==> config.mk <==
export PLATFORM = sky130hd
export DESIGN_NAME = ddr_bw_sched
export DESIGN_NICKNAME = d
export VERILOG_FILES = /design/src/rtl/ddr_bw_pkg.sv /design/src/rtl/ddr_bw_rr_pick.sv /design/src/rtl/ddr_bw_sched.sv
export SDC_FILE = /design/constraint.sdc
export NUM_CORES = 1
export LEC_CHECK = 0
export BUFFER_PORTS_ARGS = -buffer_cell sky130_fd_sc_hd__buf_2
export CORE_MARGIN = 2
export CORE_UTILIZATION = 35
export CTS_BUF_LIST = sky130_fd_sc_hd__clkbuf_4 sky130_fd_sc_hd__clkbuf_8 sky130_fd_sc_hd__clkbuf_16
export DETAILED_ROUTE_END_ITERATION = 16
export PLACE_DENSITY = 0.68
export RECOVER_POWER = 25
export REMOVE_ABC_BUFFERS = 1
export SETUP_SLACK_MARGIN = 0.15
export SLEW_MARGIN = 20
export SYNTH_ARGS = -nofsm -noshare
export SYNTH_HDL_FRONTEND = slang
export SYNTH_SLANG_ARGS = --single-unit
==> constraint.sdc <==
create_clock -name aclk -period 14.1 [get_ports aclk]
set_input_delay 0.705 -clock aclk [delete_from_list [all_inputs] [get_ports aclk]]
set_output_delay 0.705 -clock aclk [all_outputs]
set_load 0.02 [all_outputs]
==> src/rtl/ddr_bw_pkg.sv <==
// rtl/ddr_bw_pkg.sv - shared types and chunk geometry for the DDR bandwidth-test sequencer
package ddr_bw_pkg;

    typedef enum logic [2:0] {
        ST_IDLE,
        ST_PICK,
        ST_ISSUE,
        ST_WAIT_ACK,
        ST_WAIT_DONE,
        ST_DONE
    } state_e;

    localparam logic DIR_RD = 1'b0;
    localparam logic DIR_WR = 1'b1;

    function automatic logic [31:0] chunk_bytes(input int dw, input int beats, input int bursts);
        return 32'(bursts * beats * (dw / 8));
    endfunction

    function automatic logic [31:0] rlen_beats(input int beats, input int bursts);
        return 32'(bursts * beats);
    endfunction

    function automatic logic [31:0] wnb_bursts(input int bursts);
        return 32'(bursts);
    endfunction

endpackage

==> src/rtl/ddr_bw_rr_pick.sv <==
// rtl/ddr_bw_rr_pick.sv - two-way round-robin grant between read and write directions
module ddr_bw_rr_pick
    import ddr_bw_pkg::*;
(
    input  logic aclk,
    input  logic areset,
    input  logic clr,
    input  logic en,
    input  logic rd_req,
    input  logic wr_req,
    output logic gnt_valid,
    output logic gnt_dir
);

    logic last_q;
    logic last_d;

    // last_q starts as WR so that the first contested grant goes to read
    always_comb begin
        gnt_valid = rd_req | wr_req;
        if (rd_req && wr_req) begin
            gnt_dir = ~last_q;
        end else if (rd_req) begin
            gnt_dir = DIR_RD;
        end else begin
            gnt_dir = DIR_WR;
        end

        last_d = last_q;
        if (clr) begin
            last_d = DIR_WR;
        end else if (en && gnt_valid) begin
            last_d = gnt_dir;
        end
    end

    always_ff @(posedge aclk or posedge areset) begin
        if (areset) begin
            last_q <= DIR_WR;
        end else begin
            last_q <= last_d;
        end
    end

endmodule

==> src/rtl/ddr_bw_sched.sv <==
// rtl/ddr_bw_sched.sv - splits a bandwidth test into chunks and issues them to the AXI read/write engines
module ddr_bw_sched
    import ddr_bw_pkg::*;
#(
    parameter int DATA_WIDTH   = 64,
    parameter int BEATS        = 16,
    parameter int CHUNK_BURSTS = 16,
    parameter int ACK_TIMEOUT  = 16
) (
    input  logic        aclk,
    input  logic        areset,
    input  logic        cfg_start,
    input  logic [31:0] cfg_raddr,
    input  logic [31:0] cfg_waddr,
    input  logic [15:0] cfg_rnchunks,
    input  logic [15:0] cfg_wnchunks,
    input  logic        RIDLE_REG,
    input  logic        WIDLE_REG,
    output logic        RSTART_REG,
    output logic [31:0] RADDR_REG,
    output logic [31:0] RLENGTH_REG,
    output logic        WSTART_REG,
    output logic [31:0] WADDR_REG,
    output logic [31:0] WNBURST_REG,
    output logic        busy,
    output logic        done,
    output logic        error,
    output logic [31:0] cycles,
    output logic [15:0] rd_cnt,
    output logic [15:0] wr_cnt
);

    localparam logic [31:0] CHUNK_BYTES = chunk_bytes(DATA_WIDTH, BEATS, CHUNK_BURSTS);
    localparam logic [31:0] RLEN        = rlen_beats(BEATS, CHUNK_BURSTS);
    localparam logic [31:0] WNB         = wnb_bursts(CHUNK_BURSTS);
    localparam int          TW          = $clog2(ACK_TIMEOUT + 1);

    state_e        state_q, state_d;
    logic          dir_q, dir_d;
    logic [TW-1:0] tmo_q, tmo_d;
    logic [31:0]   rbase_q, rbase_d, wbase_q, wbase_d;
    logic [15:0]   rn_q, rn_d, wn_q, wn_d;
    logic [15:0]   rd_cnt_q, rd_cnt_d, wr_cnt_q, wr_cnt_d;
    logic [31:0]   cycles_q, cycles_d;
    logic          error_q, error_d;
    logic [31:0]   raddr_q, raddr_d, waddr_q, waddr_d;
    logic [31:0]   rlen_q, rlen_d, wnb_q, wnb_d;
    logic          rstart_q, rstart_d, wstart_q, wstart_d;

    logic accept;
    logic busy_s;
    logic idle_g;
    logic pick_en;
    logic gnt_valid;
    logic gnt_dir;

    assign busy_s = (state_q != ST_IDLE) && (state_q != ST_DONE);
    assign accept = cfg_start && !busy_s;
    assign idle_g = (dir_q == DIR_RD) ? RIDLE_REG : WIDLE_REG;

    // chunk index of a direction equals its completed count, since commands never overlap
    ddr_bw_rr_pick u_pick (
        .aclk      (aclk),
        .areset    (areset),
        .clr       (accept),
        .en        (pick_en),
        .rd_req    (rd_cnt_q != rn_q),
        .wr_req    (wr_cnt_q != wn_q),
        .gnt_valid (gnt_valid),
        .gnt_dir   (gnt_dir)
    );

    always_comb begin
        state_d  = state_q;
        dir_d    = dir_q;
        tmo_d    = tmo_q;
        rbase_d  = rbase_q;
        wbase_d  = wbase_q;
        rn_d     = rn_q;
        wn_d     = wn_q;
        rd_cnt_d = rd_cnt_q;
        wr_cnt_d = wr_cnt_q;
        error_d  = error_q;
        raddr_d  = raddr_q;
        waddr_d  = waddr_q;
        rlen_d   = rlen_q;
        wnb_d    = wnb_q;
        rstart_d = 1'b0;
        wstart_d = 1'b0;
        pick_en  = 1'b0;
        cycles_d = (busy_s && cycles_q != 32'hFFFF_FFFF) ? cycles_q + 32'd1 : cycles_q;

        case (state_q)
            ST_IDLE, ST_DONE: begin
                if (accept) begin
                    state_d  = ST_PICK;
                    rbase_d  = cfg_raddr;
                    wbase_d  = cfg_waddr;
                    rn_d     = cfg_rnchunks;
                    wn_d     = cfg_wnchunks;
                    rd_cnt_d = 16'd0;
                    wr_cnt_d = 16'd0;
                    error_d  = 1'b0;
                    cycles_d = 32'd0;
                    rlen_d   = RLEN;
                    wnb_d    = WNB;
                end
            end
            ST_PICK: begin
                pick_en = 1'b1;
                if (gnt_valid) begin
                    state_d = ST_ISSUE;
                    dir_d   = gnt_dir;
                    if (gnt_dir == DIR_RD) begin
                        raddr_d  = rbase_q + 32'(rd_cnt_q) * CHUNK_BYTES;
                        rstart_d = 1'b1;
                    end else begin
                        waddr_d  = wbase_q + 32'(wr_cnt_q) * CHUNK_BYTES;
                        wstart_d = 1'b1;
                    end
                end else begin
                    state_d = ST_DONE;
                end
            end
            ST_ISSUE: begin
                state_d = ST_WAIT_ACK;
                tmo_d   = '0;
            end
            ST_WAIT_ACK: begin
                if (!idle_g) begin
                    state_d = ST_WAIT_DONE;
                end else if (tmo_q == TW'(ACK_TIMEOUT - 1)) begin
                    state_d = ST_DONE;
                    error_d = 1'b1;
                end else begin
                    tmo_d = tmo_q + TW'(1);
                end
            end
            ST_WAIT_DONE: begin
                if (idle_g) begin
                    state_d = ST_PICK;
                    if (dir_q == DIR_RD) begin
                        rd_cnt_d = rd_cnt_q + 16'd1;
                    end else begin
                        wr_cnt_d = wr_cnt_q + 16'd1;
                    end
                end
            end
            default: state_d = ST_IDLE;
        endcase
    end

    always_ff @(posedge aclk or posedge areset) begin
        if (areset) begin
            state_q  <= ST_IDLE;
            dir_q    <= DIR_RD;
            tmo_q    <= '0;
            rbase_q  <= '0;
            wbase_q  <= '0;
            rn_q     <= '0;
            wn_q     <= '0;
            rd_cnt_q <= '0;
            wr_cnt_q <= '0;
            cycles_q <= '0;
            error_q  <= 1'b0;
            raddr_q  <= '0;
            waddr_q  <= '0;
            rlen_q   <= '0;
            wnb_q    <= '0;
            rstart_q <= 1'b0;
            wstart_q <= 1'b0;
        end else begin
            state_q  <= state_d;
            dir_q    <= dir_d;
            tmo_q    <= tmo_d;
            rbase_q  <= rbase_d;
            wbase_q  <= wbase_d;
            rn_q     <= rn_d;
            wn_q     <= wn_d;
            rd_cnt_q <= rd_cnt_d;
            wr_cnt_q <= wr_cnt_d;
            cycles_q <= cycles_d;
            error_q  <= error_d;
            raddr_q  <= raddr_d;
            waddr_q  <= waddr_d;
            rlen_q   <= rlen_d;
            wnb_q    <= wnb_d;
            rstart_q <= rstart_d;
            wstart_q <= wstart_d;
        end
    end

    assign RSTART_REG  = rstart_q;
    assign RADDR_REG   = raddr_q;
    assign RLENGTH_REG = rlen_q;
    assign WSTART_REG  = wstart_q;
    assign WADDR_REG   = waddr_q;
    assign WNBURST_REG = wnb_q;
    assign busy        = busy_s;
    assign done        = (state_q == ST_DONE);
    assign error       = error_q;
    assign cycles      = cycles_q;
    assign rd_cnt      = rd_cnt_q;
    assign wr_cnt      = wr_cnt_q;

endmodule

== Word level (Yosys, flattened, before mapping) ==
Cells that the tools add are included.
W data, S select, Z words.
Storage, ports and cells
  register bits: 238
  latch bits: 0
  memory bits (writable): 0
  bits in read-only memories: 0
  output and inout bits: 197
  memories kept: 0
Operators by class
  $add $sub $neg: 6
  multipliers: 0
  divide/modulo/power cells: 0
  $lt $le $gt $ge: 0
  eq/ne operators: 18
  shift operators: 0
  muxes and demuxes: 35
  bitwise operators: 3
  reductions and logical operators: 22
Operator list (number)
  $mux W32: 3
  $mux W16: 5
  $add A32 B27 Y32: 2
  $pmux W16 S2: 2
  $add A16 B1 Y16 const B: 2
  $add A32 B1 Y32 const B: 1
  $ne A16 B16 Y1: 2
  $ne A32 B32 Y1 const B: 1
  $mux W1: 15
  $mux W3: 5
  $pmux W3 S5: 1
  $ne A2 B2 Y1 const B: 7
  $reduce_and A3 Y1: 4
  $reduce_and A4 Y1: 3
  $mux W5: 2
  $pmux W5 S2: 1
  $reduce_bool A2 Y1: 4
  $eq A3 B2 Y1 const B: 2
  $eq A3 B3 Y1 const B: 2
  $ne A3 B3 Y1 const B: 2
  $add A5 B1 Y5 const B: 1
  $eq A5 B4 Y1 const B: 1
  $logic_and A1 B1 Y1: 5
  $reduce_and A2 Y1: 2
  8 further kinds: 9

== Logic depth before layout (Yosys ltp) ==
  depth after elaboration: 6
  gate-level depth with buffers: 10
  depth with buffers taken out: 8

== Cells and area by module ==
A second synthesis with hierarchy kept.
Second synthesis, totals
  cells, all modules: 1406
  area total of the unflattened synthesis: 12335.6 sq um
Modules (own cells, without submodules)
  ddr_bw_sched: instances 1, cells each 1398, area an instance 12268.0 sq um, sequential area each 5930.7 sq um
  ddr_bw_rr_pick: instances 1, cells each 8, area an instance 67.6 sq um, sequential area each 26.3 sq um

== Worst setup path after synthesis ==
No wires, ideal clock.
  kind: register to register
  from: register rd_cnt_q[0] (netlist: rd_cnt[0])
  to: register raddr_q[29] (netlist: RADDR_REG[29])
  setup time: 0.082 ns
  arrival time: 2.406 ns
  slack: 11.612 ns
  stages on the path, launching flop included: 9
  period minus slack after synthesis: 2.488 ns
  cells stage by stage: dfrtp_1 > ha_1 > fa_1 > a211oi_1 > o21a_1 > o21ai_1 > a41oi_1 > o21ai_0 > a31oi_1
On the way
  longest elaborated chain between the ends: 5
Ends and longest elaborated chain
  start: declaration: line ddr_bw_sched.sv:43  | logic [15:0] rd_cnt_q, rd_cnt_d, wr_cnt_q, wr_cnt_d;
  start signal: assignment: line ddr_bw_sched.sv:180  | rd_cnt_q <= rd_cnt_d;
  branches (longest 5 deep; another with $add A32 B27 Y32)
  end signal: assignment: line ddr_bw_sched.sv:184  | raddr_q <= raddr_d;
  end: declaration: line ddr_bw_sched.sv:46  | logic [31:0] raddr_q, raddr_d, waddr_q, waddr_d;
Parallel ways; which one is timed is not known.
A chain may end at the register's enable or synchronous reset.

==> metrics.txt <==
Synth area leaders dfrtp_1 (47%), nand2_1 (12%), buf_4 (3.9%); Total Power 2870 uW; Avg Cell Area, Syn 9.30 um^2; area occupied by registers 5960 um^2; post-synthesis to final-layout area growth 17.6%; CTS Hold Bufs 0; P_leak ~0.0075 uW; TritonRoute pass-1 iters 5; Max Clk Rate 0.148 GHz; Final Hold Vio Count 0; P per Cell Area 195 nW/um^2; Final Util 41.7%; number of cells produced by synthesis 1,349; postcts setup bufs 0; final period utilization 47.9%; placed instance count 1,996; Synth area leader dfrtp_1; total negative slack 0 ns; CP Class input pin to async pin; fillers between 3,000 and 4,000; Worst-Skew Late Latency around 0.56 ns; Max-cap violations 2; Num CTS Buffers 29; grt ovf 0; die area 37,400 um^2; DR DRC count 0; largest net degree at the start of global routing 118; largest family of logic cells by synthesized area simple AND/OR/NAND/NOR gates; Simple-Gate Fraction of Synth Area 20.8%; cell family with the largest share of critical-path delay buffers and inverters; commonest cells in the netlist nand2_1 (385), dfrtp_1 (237), buf_4 (65); htree depth 1; status finished, violations left; Final ANT Viol Nets 0; core box area around 35,000 um^2; Multi-input gate area 6030 um^2; gr usage total 17.2%; share of post-route cells with drive strength above 1 19.3%; Slowest-stage cell, CP clkinvlp_2; Critical Path RT 14.69 ns; input/output buffers roughly 240; post_cts resized 0; clock root buffer clkbuf_16; Std-Cell Rows 69; endpoints failing setup 0; 1st-iter DRT viols 531; Tmin final 6.75 ns; Startpoint Class input pin; clk slew on worst S/H paths 0.06 ns; failing checks max-capacitance violations, max-slew violations; CP cell instances buf_2 > clkinvlp_2 > clkbuf_1 > buf_4; die height 193 um; WP buf/inv 4; ys async rst share 100%; clk sink count around 240; DR vias slightly above 10,000; VDD IR max approximately 0.12 mV; RSZ-0062 raised after global routing no; xor and xnor area share after synthesis about 6.7%; count of state elements after synthesis 238; Initial Util 35.4%; Final Non-Filler Cells 2,049; Yosys cell types 72; initial antenna violation count 2; Rel. slew slack -245%; register area share after synthesis 47.5%; IO Count approximately 300; WL per Instance 15.9 um; Post-synth EDFFs 0; Final nets 1,706; post-synthesis mux area share 3.65%; HPWL Detailed 23,200 um; worst hold margin about 0.34 ns; first-pass GRT wire length 53,000 um; synthesized area 12,500 um^2; clk buf depth 3; most numerous cell in the Yosys netlist nand2_1; post-synthesis adder-cell area fraction 4.01%; top-area cell type share of the netlist area about 47%; clk_skew 0.0164 ns; crit path max fanout approximately 120; CTS tree yes; Ys Warns 0; Hold Path Class input pin to register; Critical Path AT approximately 7.3 ns; endpoint class of the critical path async pin; Compound-Gate Fraction of Synth Area 10.9%; fin. max-slew vios 185; gpl congestion between 0.8 and 0.9; top_reg_cell synth dfrtp_1; number of global-route vias before repair roughly 10,000; DRT Wirelength around 33,000 um; Worst path max stage delay 2.84 ns; Via density 4.93; measured slew at the worst slew-check pin 5.15 ns; Die W about 190 um
## cells in the final DEF, fill, tap and decap left out, drive strengths merged, types with 12 or more instances in the layout
cell type	Yosys	layout
nor2	63	63
nor3	12	12
a21oi	45	45
conb	1	62
o21ai	58	58
xnor2	43	43
mux2	30	30
nand2	385	385
xor2	52	52
clkbuf	36	79
a21o	12	12
buf	80	205
inv	19	19
and3	17	17
dfrtp	237	237
nand3	32	32
nand4	22	22
mux2i	12	12
a211oi	13	13
ha	37	37
## report_power, final
part	total (uW)	internal [uW]	switching [uW]	leakage, uW
Clock	728	439	289	0.000473
Sequential	1120	926	193	0.00307
Combinational	1020	364	659	0.00397
Total	2870	1730	1140	0.00752
## logic make-up (layout without fill, tap and decap cells)
family | count (synthesis) | count (layout)
other cells | 1 | 63
xor+xnor | 95 | 95
simple gates | 594 | 594
mux | 42 | 42
buf+inv | 135 | 312
compound gates | 205 | 205
flops | 238 | 238
fa+ha+maj | 39 | 39
## area by class of cell
cell class / instances / share of cell area [%]
timing repair buffer: 241 / 7.95
multi-input combinational: 1037 / 40.9
antenna: 1 / 0.0170
tap: 461 / 3.91
clock buffer: 43 / 5.84
sequential: 238 / 40.4
inverter: 19 / 0.509
clock inverter: 9 / 0.534
## registers in the layout (all words and copies together), names as in the netlist
name and cells:
u_pick.last_q 1, wn_q 16, rbase_q 32, tmo_q 5
WSTART_REG 1, cycles 32, RADDR_REG 32, wbase_q 32
wr_cnt 16, rn_q 16, WNBURST_REG 1, RSTART_REG 1
WADDR_REG 32, state_q 3, rd_cnt 16, error 1
dir_q 1
## metrics by stage
step	area (um^2)	worst slack, ns
after global routing	14800	5.88
after global placement	13900	10.61
final	14800	7.35
after detailed placement	13900	10.45
after floorplan	12000	6.87
after CTS	14800	10.45
## worst paths after layout
check	cells after the start	start	slack [ns]	endpoint
max	4	areset	7.35	wr_cnt[11]$_DFFE_PP0P_
min	3	cfg_raddr[22]	0.34	rbase_q[22]$_DFFE_PP0P_
max reg2reg	8	state_q[0]$_DFFE_PP0P_	10.52	rbase_q[11]$_DFFE_PP0P_
min reg2reg	2	rbase_q[6]$_DFFE_PP0P_	0.47	rbase_q[6]$_DFFE_PP0P_
max in group aclk	8	state_q[0]$_DFFE_PP0P_	10.52	rbase_q[11]$_DFFE_PP0P_
min in group asynchronous	2	areset	1.73	WNBURST_REG[4]$_DFFE_PP0P_
## per-layer routing
layer | GRT usage [%] | part of all wire (%) | vias up
li1 | - | - | 4926
met1 | 23.2 | 44 | 4842
met2 | 28.0 | 47 | 270
met3 | 3.47 | 5.4 | 57
met4 | 5.17 | 2.9 | 2
met5 | 0 | 0.040 | -
## worst register-to-register path, cell delays in order, from the launching register on
cell and delay [ns]:
dfrtp_1 0.71, xor2_1 0.21, nor2_1 0.37, inv_2 0.20, nor2_4 0.44, buf_4 0.60, buf_4 0.69, nand2_1 0.22
nand2_1 0.09
No activity file was read; power rests on OpenSTA's default activity.
